File: src/rtl/thirteen_to_one_mux.sv
// Registered 13:1 single-bit mux with 1-based select; out-of-range codes load DEFAULT_VAL.
// Optional registered out-of-range flag sel_err is built when MUX_SEL_ERR_EN is defined.
module thirteen_to_one_mux #(
  parameter logic RST_VAL     = 1'b0,
  parameter logic DEFAULT_VAL = 1'b0
) (
  input  logic       clk,
  input  logic       rst,
  input  logic       i1,
  input  logic       i2,
  input  logic       i3,
  input  logic       i4,
  input  logic       i5,
  input  logic       i6,
  input  logic       i7,
  input  logic       i8,
  input  logic       i9,
  input  logic       i10,
  input  logic       i11,
  input  logic       i12,
  input  logic       i13,
  input  logic [3:0] select,
`ifdef MUX_SEL_ERR_EN
  output logic       sel_err,
`endif
  output logic       y
);

  logic y_nxt;
  logic in_range;

  // Codes 0, 14, 15 (and X/Z in simulation) fall through to the default branch.
  always_comb begin
    y_nxt    = DEFAULT_VAL;
    in_range = 1'b1;
    case (select)
      4'd1:    y_nxt = i1;
      4'd2:    y_nxt = i2;
      4'd3:    y_nxt = i3;
      4'd4:    y_nxt = i4;
      4'd5:    y_nxt = i5;
      4'd6:    y_nxt = i6;
      4'd7:    y_nxt = i7;
      4'd8:    y_nxt = i8;
      4'd9:    y_nxt = i9;
      4'd10:   y_nxt = i10;
      4'd11:   y_nxt = i11;
      4'd12:   y_nxt = i12;
      4'd13:   y_nxt = i13;
      default: begin
        y_nxt    = DEFAULT_VAL;
        in_range = 1'b0;
      end
    endcase
  end

  always_ff @(posedge clk or posedge rst) begin
    if (rst) begin
      y <= RST_VAL;
    end else begin
      y <= y_nxt;
    end
  end

`ifdef MUX_SEL_ERR_EN
  always_ff @(posedge clk or posedge rst) begin
    if (rst) begin
      sel_err <= 1'b0;
    end else begin
      sel_err <= ~in_range;
    end
  end
`else
  logic unused_in_range;
  assign unused_in_range = in_range;
`endif

endmodule

File: config.mk
export PLATFORM = sky130hd
export DESIGN_NAME = thirteen_to_one_mux
export DESIGN_NICKNAME = d
export VERILOG_FILES = /design/src/rtl/thirteen_to_one_mux.sv
export SDC_FILE = /design/constraint.sdc
export NUM_CORES = 1
export LEC_CHECK = 0
export CORE_AREA = 2 2 39 41
export CTS_CLUSTER_SIZE = 12
export DETAILED_ROUTE_END_ITERATION = 6
export DIE_AREA = 0 0 41 43
export PLACE_DENSITY = 0.48
export SLEW_MARGIN = 20
export SYNTH_ARGS = -nofsm -noshare
export SYNTH_HDL_FRONTEND = slang
export SYNTH_SLANG_ARGS = --single-unit
export TNS_END_PERCENT = 5
File: constraint.sdc
create_clock -name clk -period 0.8 [get_ports clk]
set_input_delay 0.12 -clock clk [delete_from_list [all_inputs] [get_ports clk]]
set_output_delay 0.12 -clock clk [all_outputs]
set_load 0.02 [all_outputs]
* After elaboration in Yosys (flattened, before gate mapping) *
Cells that the tools add are included.
W data, S select, Z words.

storage, ports and cells
  flip-flop bits (word level) = 1
  ROM bits = 0
  RAM bits = 0
  memories = 0
  input bits = 19
  output and inout port bits = 1
  latch bits = 0

operators by class
  multipliers = 0
  $add $sub $neg = 0
  eq/ne operators = 13
  bitwise logic cells = 0
  divide/modulo/power cells = 0
  shifts and indexed selects = 0
  $lt $le $gt $ge = 0
  muxes and demuxes = 1
  reductions and logical operators = 0

operators by type and width
  cell                  number
  $eq A4 B4 Y1 const B  6
  $eq A4 B3 Y1 const B  4
  $pmux W1 S13          1
  $eq A4 B2 Y1 const B  2
  $eq A4 B1 Y1 const B  1

* Longest topological paths before layout *
  word-level depth = 2
  depth in mapped cells = 4
  gate-level depth less buffers = 3

* Least setup slack after synthesis *
OpenSTA, ideal clock, no wires.

  kind = input -> register
  start point = input port select[3]
  end point = register y
  setup slack = -0.204 ns
  data required time = 0.720 ns
  data arrival time = 0.924 ns
  stages on the path = 4
  path buffers = 1
  cells stage by stage = buf_6 mux2i_1 mux4_2 o211ai_2

between the ends
  longest elaborated chain between the ends = 2
  elaborated cells on any way between the ends = 14

RTL lines
  what                                        line  RTL
  start, declared                             22    input logic [3:0] select,
  $eq A4 B4 Y1, or another cell as far along  -
  $pmux W1 S13 *                              36    case (select)
  via y_nxt                                   29    logic y_nxt;
  end signal, assigned                        61    y <= y_nxt;
  end, declared                               26    output logic y

The timed path passes the listed nets; every way through them passes the cells marked *.

* Worst setup path after layout *
  start point = input port select[0]
  end point = register y

The elaborated chain is that of the path after synthesis.

==> results <==
==> critical path: stages <==
cell      delay (ns)
buf_2           0.10
mux4_2          0.49
nand3b_1        0.11
o211ai_2        0.07
==> routing by layer <==
layer | routed length, um | vias up | GRT usage [%]
met5 | 0 | - | 0
met4 | 0 | 0 | 0
met3 | 103 | 0 | 1.57
met2 | 182 | 20 | 9.38
met1 | 206 | 72 | 8.41
li1 | - | 97 | -
==> power by group <==
part	switching (mW)	internal, mW	leakage, nW
sequential	0.00105	0.0577	0.0124
clock	0	0	0
combinational	0.0485	0.0937	0.156
==> what timing repair did <==
item	in CTS	in global routing
pin swaps	3	2
hold endpoints to repair	0	0
setup endpoints to repair	2	1
resized for setup	50	2
cloned	0	0
==> synthesized netlist by cell type <==
cell and count:
nand2_1 2, inv_1 1, o211ai_2 1, nand3b_1 1, buf_6 1, dfrtp_1 1
mux2i_1 4, or3_2 1, mux4_2 1, mux4_1 1
==> area by class of cell <==
type | instances | area share, %
Inverter | 1 | 1.14
Sequential cell | 1 | 7.58
Timing Repair Buffer | 22 | 47.7
Multi-Input combinational cell | 11 | 37.5
Tap cell | 16 | 6.06
==> cell families after synthesis <==
| group | Yosys count |
|---|---|
| AND/OR/NAND/NOR | 4 |
| buffers and inverters | 2 |
| AO/OA/AOI/OAI | 1 |
| flip-flops | 1 |
| multiplexers | 6 |
==> per-stage QoR <==
step / util, % / hold WS, ns
finish: 23.9 / 0.273
global route: 23.9 / 0.287
CTS: 24.6 / 0.278
detailed placement: 27.8 / 0.271
global placement: 27.8 / 0.270
floorplan: - / -0.151
==> worst max-delay path by stage <==
stage / start / endpoint / slack, ns / depth (start not counted)
after global placement: select[3] / y$_DFF_PP0_ / -0.70 / 4
after detailed placement: select[3] / y$_DFF_PP0_ / -0.72 / 4
after global routing: select[3] / y$_DFF_PP0_ / -0.27 / 4
final: select[0] / y$_DFF_PP0_ / -0.22 / 4
after floorplan: select[3] / y$_DFF_PP0_ / -0.20 / 4
after CTS: select[3] / y$_DFF_PP0_ / -0.25 / 4
==> flow_metrics.tcl <==
set metrics [dict create \
    outcome "finished, violations left" \
    violations "setup timing" \
    cp_max_fo 2 \
    p_leak_nw 0.169 \
    synth-simple-area-share_pct 13.7 \
    worst_setup_path_start_kind "input pin" \
    die_h_um 43 \
    drtIter0Drc 2 \
    hold_path.class "in -> async" \
    cts_hold_buf 0 \
    antenna_found_initial 0 \
    synth_compound_area_share_pct 7.63 \
    syn_area_per_cell_um2 11.7 \
    regMostFlops "y" \
    synth_mux_area_share_pct 54.2 \
    routed_wl_um 492 \
    final_common_cell "buf_2" \
    final_cell_mix "9 x buf_2, 4 x mux2i_1, 4 x dlygate4sd2_1, 3 x buf_4" \
    grt_util_all_layers_pct 5.94 \
    synth_fa_ha_area_share_pct 0 \
    die_w_um 41 \
    rsz0062_at_grt "true" \
    grt-ovfl-total 0 \
    seq_area_frac_synth_pct 15.3 \
    ios 20 \
    synth_seq_cells 1 \
    top_regs "y: 1 flops" \
    num_antenna_cells 0 \
    cap_violations 0 \
    setup_tns_ns -0.220 \
    dpl_cell_area_um2 385 \
    setup_viol 1 \
    fin_crit_sh_pct 128 \
    yosysTopAreaCellShare_pct 24.4 \
    post-route-min-period_ns 1.02 \
    vias 189 \
    worstMarginPinSlew_ns 0.208 \
    firstDrtPassIters 2 \
    netlist_area_um2 164 \
    maxSlewViolCount 0 \
    path_class "in -> reg" \
    yosys.area.top_type "mux2i_1" \
    power.total_mw 0.201 \
    ant_nets 0 \
    yosys-top-cells-area "mux2i_1 24%, mux4_1 16%, dfrtp_1 15%, mux4_2 14%, o211ai_2 7.6%" \
    yosys_warnings 0 \
    synth_top_family_by_area "multiplexers" \
    ir_worst_vdd_uv 273 \
    synth_xor_area_share_pct 0 \
    coreArea_mm2 0.00138 \
    remaining_drc_errors 0 \
    initial_core_util_pct 11.8 \
    max_freq_ghz 0.980 \
    die_area_mm2 0.00176 \
    synth.distinct_cells 10 \
    postLayoutCellArea_um2 330 \
    synth_nets 33 \
    clkSlewWorstSetupHoldPaths_ns 0 \
    grt_max_degree 6 \
    port-buffer-count 19 \
    relSlewSlack_pct 86.2 \
    post_cts_buffers 0 \
    syn2layout_area_growth_pct 102 \
    grt_pass1_wl_um 765 \
    nFillCells 155 \
    wl_per_cell_um 9.65 \
    critPathCaptureType "flip-flop" \
    place.gp.congestion 0.710 \
    multiInputGateArea_um2 124 \
    power.density_mw_per_mm2 608 \
    setup_slack_ns -0.220 \
    critical_path_required_ns 0.67 \
    hold_viol_final 0 \
    avgViaCountPerCell 3.71 \
    final_cells 51 \
    regArea_um2 25.0 \
    dp.cells 51 \
    nNetsFinal 56 \
    crit_arrival_ns 0.89 \
    synthesis.instances 14 \
    rows 14 \
    grt_pass1_vias 201 \
    largest_reg_flops 1 \
    dp_worst_setup_slack_ns -0.719 \
    drive_above_1_share_pct 54.3 \
]
Note: power is estimated with default switching activity, not from simulation.
==> edit 1: new RTL, same flow settings <==
Change the parameter `RST_VAL` from 1'b0 to 1'b1.
--- a/src/rtl/thirteen_to_one_mux.sv
+++ b/src/rtl/thirteen_to_one_mux.sv
@@ -2,5 +2,5 @@
 // Optional registered out-of-range flag sel_err is built when MUX_SEL_ERR_EN is defined.
 module thirteen_to_one_mux #(
-  parameter logic RST_VAL     = 1'b0,
+  parameter logic RST_VAL     = 1'b1,
   parameter logic DEFAULT_VAL = 1'b0
 ) (
Formal check against the unedited RTL: not equivalent (Yosys sat finds a counterexample within 4 cycles, from zero or initial values and one cycle with rst high).
==> edit 1 against the unedited design <==
The run still ends with setup timing left. Power increased by 4.6%. Final area increased by 6.4%. Combinational power increased by 4%. Area after synthesis increased by 0.76%. Hold slack improved by 0.16 ns. Final cell count unchanged. Sequential cell count unchanged. Die area unchanged. Setup slack got worse by 0.0043 ns. Routed wire length decreased by 4.7%. Via count increased by 4.2%. Largest cell class unchanged.
==> edit 1: results (changes against the unedited design) <==
Global routing
  – First-pass GRT wire length: 669 µm (-13%)
  – Total grt overflow: 0 (unchanged)
  – Initial antenna violation count: 0 (unchanged)
  – Vias in the first global route: 186 (-7.5%)
  – Total GRT Usage: 5.24% (-0.70 points)

Synthesis
  – Synth area leaders: mux2i_1 (24%), dfstp_2 (16%), mux4_1 (16%)
  – Top post-synthesis cells by count: mux2i_1 (4), nand2_1 (2)
  – Post-Synth Adder-Cell Area: 0% (unchanged)
  – Post-synthesis compound-gate area fraction: 7.58% (-0.058 points)
  – Async set-or-reset flop fraction in the synthesized netlist: 100% (unchanged)
  – Sequential cell area fraction in the yosys report: 15.9% (+0.64 points)
  – Synth Area in XOR/XNOR: 0% (unchanged)
  – Post-synthesis mux area share: 53.8% (-0.41 points)
  – Leading register cell type out of synthesis: dfstp_2

Clocking
  – Clk slew on worst S/H paths: 0 ns (unchanged)
  – Post-CTS setup buffers: 0 (unchanged)

Cells and area
  – Layout cell share with drive strength beyond 1: 48.6% (-5.7 points)
  – Max reg flops: 1 (unchanged)
  – Leading registers by flop count: y (1)
  – Filler cells: 146 (-5.8%)
  – Diode count: 0 (unchanged)

Routing
  – DR WL/cell: 9.20 µm (-4.7%)
  – Met3 wire length: 101 µm (-1.9%)
  – DRT iter0 DRCs: 0 (-2)
  – Met2 WL: 182 µm (unchanged)
  – Routed metal-1 wire length: 184 µm (-11%)
  – Uppermost layer routed: met3
  – Pre-Repair DR Iteration Count: 1 (-1)
  – Via density: 3.86 (+4.2%)

Timing
  – Final setup viols: 1 (unchanged)
  – Final setup margin: -0.225 ns (-0.00427 ns)
  – Rel. slew slack: 91.4% (+5.2 points)

Critical path
  – CP arrival: 0.95 ns (+0.06 ns)
  – Crit path max fanout: 5 (+3)

Place
  – # port buffers: 19 (unchanged)
  – Post-DP HPWL: 430 µm
  – Routability congestion estimate: 0.712 (+0.24%)

Status
  – Violated checks: setup timing
  – Status: complete, but fails checks

Hold path
  – Worst Hold Class: input port to asynchronous set/reset pin

Power and ir drop
  – Lkg Pwr: 0.169 nW (+0.34%)
  – Worst IR Drop VDD: 197 µV (-28%)
-- edit 1: changes by cell type after synthesis --
cell	unedited run	this run
dfrtp_1	1	0
dfstp_2	0	1
-- edit 1: cell families (layout without fill, tap and decap cells) --
logic type / after synthesis / in the layout
muxes: 6 / 6
AOI/OAI and AO/OA: 1 / 1
DFF: 1 / 1
buffers and inverters: 2 / 23
and+or+nand+nor: 4 / 4
-- edit 1: worst paths after layout --
check,slack [ns],to,start
min,0.43,y,rst
min in group clk,0.44,y,select[2]
max in group asynchronous,0.35,y,rst
max,-0.22,y,select[3]
-- edit 1: where the power goes --
group          internal (mW)  total, mW  switching, mW
sequential            0.0621     0.0635        0.00139
clock                      0          0              0
combinational         0.0991      0.147         0.0477
-- edit 1: timing repair --
| item | 4_1_cts | 5_1_grt |
|---|---|---|
| pin swaps | 3 | 2 |
| setup endpoints to repair | 2 | 1 |
| resized for setup | 48 | 4 |
-- edit 1: worst max-delay path, stage by stage --
cell and delay [ns]:
buf_8 0.11, mux2i_1 0.11, mux4_2 0.47, o211ai_2 0.15
-- edit 1: area by class of cell --
| cell class | count | area (µm²) | share of cell area [%] |
|---|---|---|---|
| sequential | 1 | 26.3 | 7.47 |
| tap | 16 | 20.0 | 5.69 |
| timing repair buffer | 22 | 178 | 50.5 |
| inverter | 1 | 3.75 | 1.07 |
| multi-input combinational | 11 | 124 | 35.2 |
-- edit 1: per-stage QoR --
stage          TNS, ns  area, µm²  utilization [%]  setup slack (ns)  instances
2_1_floorplan   -0.203        165                -            -0.203         14
3_3_place_gp     -1.10        387             27.9            -0.697         51
3_5_place_dp     -1.14        387             27.9            -0.735         51
4_1_cts         -0.261        372             26.9            -0.261         51
5_1_grt         -0.260        352             25.4            -0.260         51
6_report        -0.225        352             25.4            -0.225         51
-- edit 1: routing by layer --
metal,vias up,track usage [%]
met5,-,0
met4,0,0
met3,0,1.57
met2,20,8.13
met1,81,7.47
li1,96,-
==> edit 2: new RTL, same flow settings <==
Made on the original files. Register the input `i4` before use, without a reset. The logic sees it one clock later. The other inputs are not delayed to match.
--- a/src/rtl/thirteen_to_one_mux.sv
+++ b/src/rtl/thirteen_to_one_mux.sv
@@ -27,4 +27,10 @@
 );
 
+  logic i4_q;
+
+  always_ff @(posedge clk) begin
+    i4_q <= i4;
+  end
+
   logic y_nxt;
   logic in_range;
@@ -38,5 +44,5 @@
       4'd2:    y_nxt = i2;
       4'd3:    y_nxt = i3;
-      4'd4:    y_nxt = i4;
+      4'd4:    y_nxt = i4_q;
       4'd5:    y_nxt = i5;
       4'd6:    y_nxt = i6;
Formal check against the unedited RTL: not equivalent (a bounded check fails within 4 cycles, from zero or initial values and one cycle with rst high).
==> edit 2 against the unedited design <==
The flow still finishes with violations (setup timing). Routed wire length grew 18%. Final area grew 16%. Setup slack worse by 0.27 ns. First-iteration DRC count decreased by 100%. Utilization up 3.7 points. Sequential cell count increased by 1. Fmax decreased by 21%. Power increased to 2.6 times the old value. Area after synthesis shrank 1.5%. Sequential share of layout area rose by 4.2 points. Critical endpoint unchanged. Highest routed layer unchanged.
==> edit 2: results (changes against the unedited design) <==
Global routing
  – Total GRT Usage: 8.38% (+2.4 points)
  – Vias in the first global route: 210 (+4.5%)
  – Met2 usage: 10.0% (+0.63 points)
  – First-pass GRT wire length: 883 µm (+15%)
  – M1 GR Usage: 10.5% (+2.0 points)

Cells and area
  – Layout sequential cell count: 2 (+1)
  – Sequential cell area share: 11.8% (+4.2 points)
  – Layout cell share with drive strength beyond 1: 22.9% (-31 points)
  – Leading registers by flop count: i4_q (1), y (1)
  – Nets: 55 (-1.8%)
  – Multi-input combinational area share: 27.5% (-10 points)

Synthesis
  – Post-synthesis compound-gate area fraction: 0% (-7.6 points)
  – Gate Count Post-Synth: 11 (-3)
  – Async set-or-reset flop fraction in the synthesized netlist: 50.0% (-50 points)
  – Library cells used by synthesis: 8 (-2)
  – Sequential cell area fraction in the yosys report: 27.9% (+13 points)
  – Synth area leaders: mux4_1 (33%), mux2i_1 (19%), dfrtp_1 (16%)

Place
  – Place WS: -1.03 ns (-0.310 ns)
  – Placed Instances: 47 (-7.8%)

Clocking
  – Clk slew on worst S/H paths: 0.04 ns (+0.04 ns)

Timing
  – Worst-Margin Slew: 0.200 ns (-0.00832 ns)
  – Final setup viols: 2 (+1)
  – Final setup margin: -0.492 ns (-0.271 ns)

Routing
  – Met2 WL: 208 µm (+14%)
  – Pre-Repair DR Iteration Count: 1 (-1)
  – DRT iter0 DRCs: 0 (-2)
  – DR WL/cell: 11.4 µm (+18%)
  – Routed metal-1 wire length: 254 µm (+23%)

Status
  – Status: complete, but fails checks
  – Violated checks: setup timing

Critical path
  – Worst path max stage delay: 0.45 ns (-0.04 ns)
  – Crit path max fanout: 1 (-1)
## edit 2: where the power goes
part	total, mW	switching (mW)	internal, mW
sequential	0.113	0.00229	0.111
clock	0.255	0.0690	0.186
combinational	0.147	0.0440	0.103
total	0.515	0.115	0.400
## edit 2: path summary, 6_finish.rpt
check / startpoint / end / slack, ns / cells after the start
setup / recovery: i4_q / y / -0.49 / 2
hold / removal: rst / y / 0.02 / 2
setup reg to reg: i4_q / y / -0.49 / 2
hold reg to reg: i4_q / y / 0.76 / 2
max in group asynchronous: rst / y / 0.69 / 2
min in group clk: i4 / i4_q / 0.34 / 1
## edit 2: metrics by stage
| step | TNS (ns) | instance area (µm²) | util [%] |
|---|---|---|---|
| 3_3_place_gp | -1.23 | 375 | 27.1 |
| 2_1_floorplan | -0.474 | 158 | - |
| 5_1_grt | -0.617 | 382 | 27.6 |
| 3_5_place_dp | -1.24 | 375 | 27.1 |
| 6_report | -0.546 | 382 | 27.6 |
| 4_1_cts | -0.577 | 382 | 27.6 |
